**config.mk**
```make
export PLATFORM = sky130hd
export DESIGN_NAME = shared_mix_ring
export DESIGN_NICKNAME = d
export VERILOG_FILES = /design/src/rtl/shared_mix_pkg.sv /design/src/rtl/shared_mix_cell.sv /design/src/rtl/shared_mix_ring.sv
export SDC_FILE = /design/constraint.sdc
export NUM_CORES = 1
export LEC_CHECK = 0
export CELL_PAD_IN_SITES_DETAIL_PLACEMENT = 2
export CELL_PAD_IN_SITES_GLOBAL_PLACEMENT = 2
export CORE_MARGIN = 2
export CORE_UTILIZATION = 38
export CTS_CLUSTER_SIZE = 10
export DETAILED_ROUTE_END_ITERATION = 10
export GPL_TIMING_DRIVEN = 0
export HOLD_SLACK_MARGIN = 0.15
export PLACE_DENSITY_LB_ADDON = 0.3
export RECOVER_POWER = 50
export SLEW_MARGIN = 20
export SYNTH_ARGS = -nofsm -noshare
export SYNTH_HDL_FRONTEND = slang
export SYNTH_SLANG_ARGS = --single-unit
export TNS_END_PERCENT = 5
```
**constraint.sdc**
```tcl
create_clock -name clk -period 6.7 [get_ports clk]
set_input_delay 1.34 -clock clk [delete_from_list [all_inputs] [get_ports clk]]
set_output_delay 1.34 -clock clk [all_outputs]
set_load 0.02 [all_outputs]
```
**src/rtl/shared_mix_pkg.sv**
```systemverilog
// Shared definitions for the shared-L3 feedback mixer ring.
// Defaults, mode encoding and per-cell operator selection.
package shared_mix_pkg;

  localparam int          DEF_WIDTH = 32;
  localparam int          DEF_DEPTH = 4;
  localparam logic [31:0] DEF_K     = 32'hA5A5A5A5;

  localparam logic MODE_GATED = 1'b0;
  localparam logic MODE_FREE  = 1'b1;

  typedef enum logic {
    OP_XOR = 1'b0,
    OP_ADD = 1'b1
  } op_e;

  function automatic op_e cell_op(input int idx);
    return (idx % 2 == 1) ? OP_ADD : OP_XOR;
  endfunction

endpackage

```
**src/rtl/shared_mix_cell.sv**
```systemverilog
// One ring cell: WIDTH-bit register loading a XOR or ADD of its
// two operands when enabled; clear and reset both zero it.
module shared_mix_cell
  import shared_mix_pkg::*;
#(
  parameter int  WIDTH = DEF_WIDTH,
  parameter op_e OP    = OP_XOR
) (
  input  logic             clk,
  input  logic             rst,
  input  logic             clear,
  input  logic             en,
  input  logic [WIDTH-1:0] a,
  input  logic [WIDTH-1:0] b,
  output logic [WIDTH-1:0] q
);

  logic [WIDTH-1:0] q_q;
  logic [WIDTH-1:0] q_d;
  logic [WIDTH-1:0] res;

  always_comb begin
    res = (OP == OP_ADD) ? (a + b) : (a ^ b);
    q_d = en ? res : q_q;
  end

  always_ff @(posedge clk) begin
    if (rst || clear) begin
      q_q <= '0;
    end else begin
      q_q <= q_d;
    end
  end

  assign q = q_q;

endmodule

```
**src/rtl/shared_mix_ring.sv**
```systemverilog
// Parametrised feedback mixer ring with valid/ready handshake,
// gated or free-running stepping and warm-up output qualification.
module shared_mix_ring
  import shared_mix_pkg::*;
#(
  parameter int          WIDTH = DEF_WIDTH,
  parameter int          DEPTH = DEF_DEPTH,
  parameter logic [31:0] K     = DEF_K
) (
  input  logic             clk,
  input  logic             rst,
  input  logic             clear,
  input  logic             mode,
  input  logic             in_valid,
  input  logic [WIDTH-1:0] in_data,
  output logic             in_ready,
  output logic             out_valid,
  output logic [WIDTH-1:0] out_data,
  input  logic             out_ready
);

  localparam int             CW      = $clog2(DEPTH + 1);
  localparam logic [CW-1:0]  CNT_MAX = CW'(DEPTH);
  localparam logic [WIDTH-1:0] K_W   = WIDTH'(K);

  logic [DEPTH-1:0][WIDTH-1:0] s;
  logic                        step;
  logic [WIDTH-1:0]            x;
  logic [CW-1:0]               cnt_q;
  logic [CW-1:0]               cnt_d;
  logic                        out_valid_q;
  logic                        out_valid_d;

  always_comb begin
    in_ready    = !out_valid_q || out_ready;
    step        = (mode == MODE_FREE) ? in_ready
                                      : (in_valid && in_ready);
    x           = in_valid ? in_data : '0;
    cnt_d       = cnt_q;
    out_valid_d = out_valid_q;
    if (step) begin
      if (cnt_q != CNT_MAX) begin
        cnt_d = cnt_q + 1'b1;
      end
      out_valid_d = (cnt_d == CNT_MAX);
    end else if (out_ready) begin
      out_valid_d = 1'b0;
    end
  end

  always_ff @(posedge clk) begin
    if (rst || clear) begin
      cnt_q       <= '0;
      out_valid_q <= 1'b0;
    end else begin
      cnt_q       <= cnt_d;
      out_valid_q <= out_valid_d;
    end
  end

  // Every cell updates from the old ring values in the same cycle.
  for (genvar i = 0; i < DEPTH; i++) begin : g_cell
    logic [WIDTH-1:0] a;
    logic [WIDTH-1:0] b;

    if (i == 0) begin : g_first
      assign a = x;
      assign b = s[1];
    end else if (i == DEPTH - 1) begin : g_last
      assign a = s[i-1];
      assign b = K_W;
    end else begin : g_mid
      assign a = s[i-1];
      assign b = s[i+1];
    end

    shared_mix_cell #(
      .WIDTH (WIDTH),
      .OP    ((i == DEPTH - 1) ? OP_ADD : cell_op(i))
    ) u_cell (
      .clk   (clk),
      .rst   (rst),
      .clear (clear),
      .en    (step),
      .a     (a),
      .b     (b),
      .q     (s[i])
    );
  end

  assign out_valid = out_valid_q;
  assign out_data  = s[DEPTH-1];

endmodule

```
==> out/qor.csv, run 1 <==
stage,metric,value,unit
layout,"commonest cells after routing, fill and taps aside","dfxtp_1 (132), nand2_1 (128), nor2_1 (98), a211oi_1 (75), a21oi_1 (67)",
power,Static Leak,0.00365,uW
synth,Compound-Gate Fraction of Synth Area,0.245,
critical_path,crit path to,g_cell[1].u_cell.q[30],
layout,Layout Nets,1097,
synth,share of async-settable or async-resettable flops after synthesis,0,
worst_hold_path,worst min path class,reg -> reg,
grt,first-pass GRT wire length,49.7,mm
die,die area,21200,um2
critical_path,critical path arrival,4.34,ns
detailed_routing,drt drc,0,
synth,multiplexer area fraction after synthesis,0.00410,
sta,worst clock skew,0.00944,ns
detailed_routing,Routed WL per cell,24.6,um
detailed_routing,DRT antenna net count,0,
critical_path,RR Startpoint,g_cell[2].u_cell.q[0],
clock_tree,clk_lat worst skew,0.43,ns
die,Rows,51,
power,Net Sw Frac,0.284,
die,Core Box Area,19600,um2
die,Die X,146,um
clock_tree,TritonCTS Sinks,132,
synth,syn avg cell area,8.16,um2
sta,fin. max-slew vios,11,
power,Comb power frac,0.135,
placed_design,port bufs,70,
detailed_routing,routed vias,7723,
synth,"EDFF count, synth",0,
die,Die H,146,um
sta,Hold Fails Final Rpt,0,
layout,"leading cell type in the layout, fill and taps excluded",dfxtp_1,
clock_tree,clk root buf,clkbuf_16,
sta,final worst-path cycle share,0.604,
grt,GRT met2 Usage,0.535,
sta,setup total negative slack,0,ns
synth,xor and xnor area share after synthesis,0.126,
power,Clock power frac,0.464,
critical_path,reg2reg setup slack,3.54,ns
power,VDD IR-drop max,0.195,mV
clock_tree,CTS Hold Bufs,0,
synth,ys flop type,dfxtp_1,
synth,Synthesis Warnings,0,
power,power per cell area,232,nW/um2
power,Internal Power,1540,uW
clock_tree,clock tree from TritonCTS,yes,
critical_path,CP required,6.99,ns
die,initial core utilization,0.390,
power,Seq pwr share,0.401,
critical_path,crit start category,primary input,
sta,Max Freq,0.247,GHz
sta,RSZ-0062 raised after global routing,no,
layout,Layout area overhead,21.4,%
critical_path,Critical Path Fanout Max,10,
clock_tree,PostCTS Resize Cnt,0,
critical_path,Crit path top cell by count,nand3_1,
power,Psw,611,uW
layout,share of cells above drive strength 1,0.0665,
grt,GRT Util Overall,0.304,
clock_tree,clock transition at the registers of the reported paths,0.06,ns
synth,Synth Cell Area,7630,um2
grt,antenna violations before repair,0,
run,max-cap violations,1,
synth,Synth Area in Adders,0.0584,
critical_path,crit-path cells,"dlygate4sd3_1, o21ai_0, nor2_1, nand3_1, mux2i_1, a41oi_1, nand3_1",
critical_path,CP max stage delay,1.18,ns
critical_path,Worst Setup SP,mode,
layout,ANT cells,0,
layout,register area,2640,um2
synth,Yosys reg bits,132,
sta,fin crit period,4.05,ns
critical_path,crit path kind,in -> reg,
placed_design,RD Place Congestion,0.901,
sta,WHS,0.483,ns
critical_path,cell count along the critical path,7,
detailed_routing,routed wire length,32.0,mm
detailed_routing,Via-to-Cell Ratio,5.93,
clock_tree,clock buffer depth,2,
grt,GRT met3 Usage,0.0448,
grt,met1 Use GR,0.375,
grt,grt peak-use layer,met2,
die,I/O pin total,72,
layout,filler instances,2190,
sta,PnR worst setup slack,2.65,ns
critical_path,reg2reg end,g_cell[1].u_cell.q[24],
synth,Syn Inst Count,935,
sta,Final setup viols,0,
critical_path,critical path buffer and inverter count,1,
critical_path,CP max stage cell,o21ai_0,
synth,count of cell types in the netlist,77,
critical_path,critical path's top delay family,compound AO/OA/AOI/OAI gates,
sta,Worst-Margin Slew,1.54,ns
detailed_routing,initial drt markers,510,
synth,largest family of logic cells by synthesized area,compound AO/OA/AOI/OAI gates,
critical_path,Critical Path Sink Type,flop,
placed_design,dpl ws,2.52,ns
clock_tree,H-tree depth,4,
sta,max_slew headroom,-0.0407,
synth,post-synthesis sequential area ratio,0.346,
synth,Post-Synth Simple-Gate Area,0.183,
placed_design,final HPWL from detailed placement,22.2,mm
critical_path,Worst R2R Path Depth,9,
grt,vias in the first global route,8400,
outcome,failing checks,"max-capacitance violations, max-slew violations",
layout,area of the multi-input gates,4710,um2
detailed_routing,DRT Pass-1 Iters,5,
grt,grt total ovfl,0,
outcome,run status,finished with violations,
clock_tree,TritonCTS Buffers,17,
grt,largest net degree at the start of global routing,17,
synth,Synthesized Nets,1008,
clock_tree,number of setup buffers added after CTS,0,
## metal layers
| metal | vias to the layer above | share of wire |
|---|---|---|
| li1 | 3520 | - |
| met1 | 3919 | 0.43 |
| met2 | 220 | 0.50 |
| met3 | 64 | 0.039 |
| met4 | 0 | 0.030 |
| met5 | - | 0 |
## flip-flops by register name, indices dropped and copies added (netlist names)
name,cells
cnt_q,3
out_valid,1
g_cell.u_cell.q,128
## through the flow
step / std cells / utilization / instance area, um2 / total power, uW
6_report: 1302 / 0.473 / 9270 / 2150
5_1_grt: 1302 / 0.473 / 9270 / 2210
4_1_cts: 1302 / 0.473 / 9270 / 2160
3_5_place_dp: 1270 / 0.442 / 8660 / 1160
3_3_place_gp: 1270 / 0.442 / 8660 / 1150
2_1_floorplan: 935 / - / 7630 / 1040
## worst min-delay path, delay by kind of cell (launching register included)
kind,cells,cell delay (ns)
and+or+nand+nor,2,0.10
DFF,1,0.33
## cell usage after synthesis (all sizes together) (5+ instances only)
cell / number / area share
dfxtp: 132 / 0.35
nand2: 128 / 0.063
nor2: 98 / 0.048
a211oi: 77 / 0.078
a21oi: 69 / 0.046
o21ai: 60 / 0.040
xnor2: 57 / 0.065
xor2: 53 / 0.061
clkbuf: 45 / 0.022
ha: 34 / 0.056
nand3: 22 / 0.015
nand4: 17 / 0.014
a21o: 14 / 0.014
buf: 13 / 0.0097
nor3: 11 / 0.0087
inv: 10 / 0.0049
or3: 7 / 0.0057
a31oi: 6 / 0.0057
and3: 6 / 0.0049
or2: 6 / 0.0052
o211ai: 5 / 0.0049
## how the worst min path moves through the flow
| stage | cells past startpoint | from | to |
|---|---|---|---|
| 3_5_place_dp | 2 | cnt_q[1] | cnt_q[1] |
| 6_report | 2 | g_cell[3].u_cell.q[17] | g_cell[3].u_cell.q[17] |
| 2_1_floorplan | 2 | cnt_q[1] | cnt_q[1] |
| 3_3_place_gp | 2 | cnt_q[1] | cnt_q[1] |
| 5_1_grt | 2 | g_cell[3].u_cell.q[29] | g_cell[3].u_cell.q[29] |
| 4_1_cts | 2 | g_cell[3].u_cell.q[17] | g_cell[3].u_cell.q[17] |
## logic make-up (layout without fill, tap and decap cells)
kind of cell             Yosys count  after routing
buffers and inverters             68            170
flip-flops                       132            132
XOR/XNOR                         110            110
multiplexers                       3              3
adder cells (fa/ha/maj)           35             35
AO/OA/AOI/OAI                    274            274
AND/OR/NAND/NOR                  313            313
## power by group through the flow
stage	Clock [uW]	Combinational [uW]	Sequential [uW]
final	999	291	863
after global routing	1030	314	866
after CTS	1000	292	862
after detailed placement	0	285	878
after global placement	0	272	876
after floorplan	0	165	873
## final cells by class
type	count	area share
multi-input combinational	735	0.508
sequential	132	0.285
timing repair buffer	70	0.0756
clock buffer	23	0.0516
tap	265	0.0358
buffer	58	0.0265
clock inverter	9	0.0136
inverter	10	0.00405
No activity file was read; power rests on OpenSTA's default activity.
==> run 2, diff against run 1 <==
- CORE_UTILIZATION: 38 -> 35
- clock period: 6.7 -> 4 ns (I/O delays scaled with it)
==> out/qor.csv, run 2 (same netlist as run 1, synthesis figures left out) <==
stage,metric,value,unit,change
grt,antenna violations before repair,0,,unchanged
placed_design,dpl ws,0.210,ns,-2.31 ns
detailed_routing,DRT antenna net count,0,,unchanged
clock_tree,TritonCTS Sinks,132,,unchanged
clock_tree,clk root buf,clkbuf_16,,
detailed_routing,Routed WL per cell,23.0,um,-6.7%
clock_tree,PostCTS Resize Cnt,0,,unchanged
grt,vias in the first global route,7955,,-5.3%
sta,worst clock skew,0.0130,ns,+0.00353 ns
die,initial core utilization,0.353,,-0.0366
sta,Worst-Margin Slew,1.41,ns,-0.130 ns
power,power per cell area,392,nW/um2,+69%
outcome,run status,"finished, final reports clean",,
grt,GRT Util Overall,0.273,,-0.0313
power,VDD IR-drop max,0.234,mV,+20%
clock_tree,TritonCTS Buffers,17,,unchanged
detailed_routing,routed vias,7427,,-3.8%
critical_path,crit start category,primary input,,
die,Core Box Area,21600,um2,+10%
grt,grt total ovfl,0,,unchanged
critical_path,crit path kind,in -> reg,,
detailed_routing,Via-to-Cell Ratio,5.64,,-4.9%
clock_tree,H-tree depth,4,,unchanged
placed_design,port bufs,70,,unchanged
layout,share of cells above drive strength 1,0.0675,,+0.000964
sta,setup total negative slack,0,ns,unchanged
sta,WHS,0.480,ns,-0.00323 ns
layout,max reg flops,128,,unchanged
detailed_routing,routed wire length,30.2,mm,-5.6%
clock_tree,clock tree from TritonCTS,yes,,
layout,"leading cell type in the layout, fill and taps excluded",dfxtp_1,,
die,I/O pin total,72,,unchanged
sta,fin crit period,3.48,ns,
critical_path,Critical Path Sink Type,flop,,
sta,RSZ-0062 raised after global routing,no,,
layout,Layout area overhead,22.0,%,
sta,final worst-path cycle share,0.870,,
die,Rows,54,,+5.9%
die,die area,23000,um2,+8.3%
sta,fin. max-slew vios,0,,-11
die,Die H,152,um,+4.1%
grt,largest net degree at the start of global routing,17,,unchanged
power,Tot Pwr,3650,uW,+69%
critical_path,Critical Path Fanout Max,10,,unchanged
layout,ANT cells,0,,unchanged
placed_design,final HPWL from detailed placement,22.0,mm,-0.97%
sta,max_slew headroom,0.0469,,+0.0876
critical_path,critical path arrival,3.84,ns,-0.50 ns
worst_hold_path,WHS Path Cells,2,,unchanged
grt,first-pass GRT wire length,46.7,mm,-6.0%
layout,Layout Nets,1097,,unchanged
sta,PnR worst setup slack,0.521,ns,-2.13 ns
clock_tree,clock buffer depth,2,,unchanged
clock_tree,clock transition at the registers of the reported paths,0.07,ns,about the same
sta,Final setup viols,0,,unchanged
layout,"commonest cells after routing, fill and taps aside","dfxtp_1 (132), nand2_1 (128), nor2_1 (98), a211oi_1 (75), a21oi_1 (67)",,
clock_tree,clk_lat worst skew,0.44,ns,about the same
power,Static Leak,0.00365,uW,+0.16%
sta,Max Freq,0.287,GHz,
critical_path,Worst R2R Path Depth,9,,unchanged
detailed_routing,DRT Pass-1 Iters,4,,-1
clock_tree,CTS Hold Bufs,0,,unchanged
critical_path,CP required,4.36,ns,-2.63 ns
clock_tree,number of setup buffers added after CTS,0,,unchanged
placed_design,RD Place Congestion,0.871,,-3.3%
run,max-cap violations,0,,-1
sta,Hold Fails Final Rpt,0,,unchanged
detailed_routing,initial drt markers,296,,-42%
die,Die X,152,um,+4.1%
detailed_routing,drt drc,0,,unchanged
worst_hold_path,worst min path class,reg -> reg,,
critical_path,reg2reg setup slack,1.01,ns,-2.53 ns
==> run 2: per-stage QoR <==
step                instance area (um2)  instances   util
CTS                                9310       1317  0.430
detailed placement                 8680       1285  0.402
global route                       9310       1317  0.430
finish                             9310       1317  0.430
global placement                   8680       1285  0.402
floorplan                          7630        935      -
==> run 2: final timing paths <==
path,from,to
setup / recovery,out_ready,g_cell[3].u_cell.q[5]
hold / removal,g_cell[3].u_cell.q[17],g_cell[3].u_cell.q[17]
setup reg to reg,g_cell[2].u_cell.q[0],g_cell[1].u_cell.q[24]
hold reg to reg,g_cell[3].u_cell.q[17],g_cell[3].u_cell.q[17]
==> run 2: layout make-up <==
type                    instances  area (um2)
plain buffers                  58         244
clock buffers                  19         443
clock inverters                13         183
fillers                      2503       12300
inverters                      10        37.5
multi-input cells             735        4710
flip-flops and latches        132        2640
well taps                     280         350
repair buffers                 70         701
==> run 2: critical path, cell delays in order <==
cell	delay, ns
dlygate4sd3_1	0.51
nand2b_1	0.16
o21a_1	0.17
clkbuf_1	0.37
clkbuf_1	0.65
clkbuf_1	0.69
o21ai_0	0.27
a21oi_1	0.19
==> run 2: routing by layer <==
metal	wire [um]	up-vias	GRT usage
met5	0	-	0
met1	13500	3727	0.349
met4	845	0	0.104
met3	1170	50	0.0389
met2	14700	144	0.464
li1	-	3506	-
==> run 2: where the power goes <==
group	internal [uW]	switching, uW	total, uW
sequential	1370	71.9	1440
clock	1060	668	1730
combinational	184	293	477
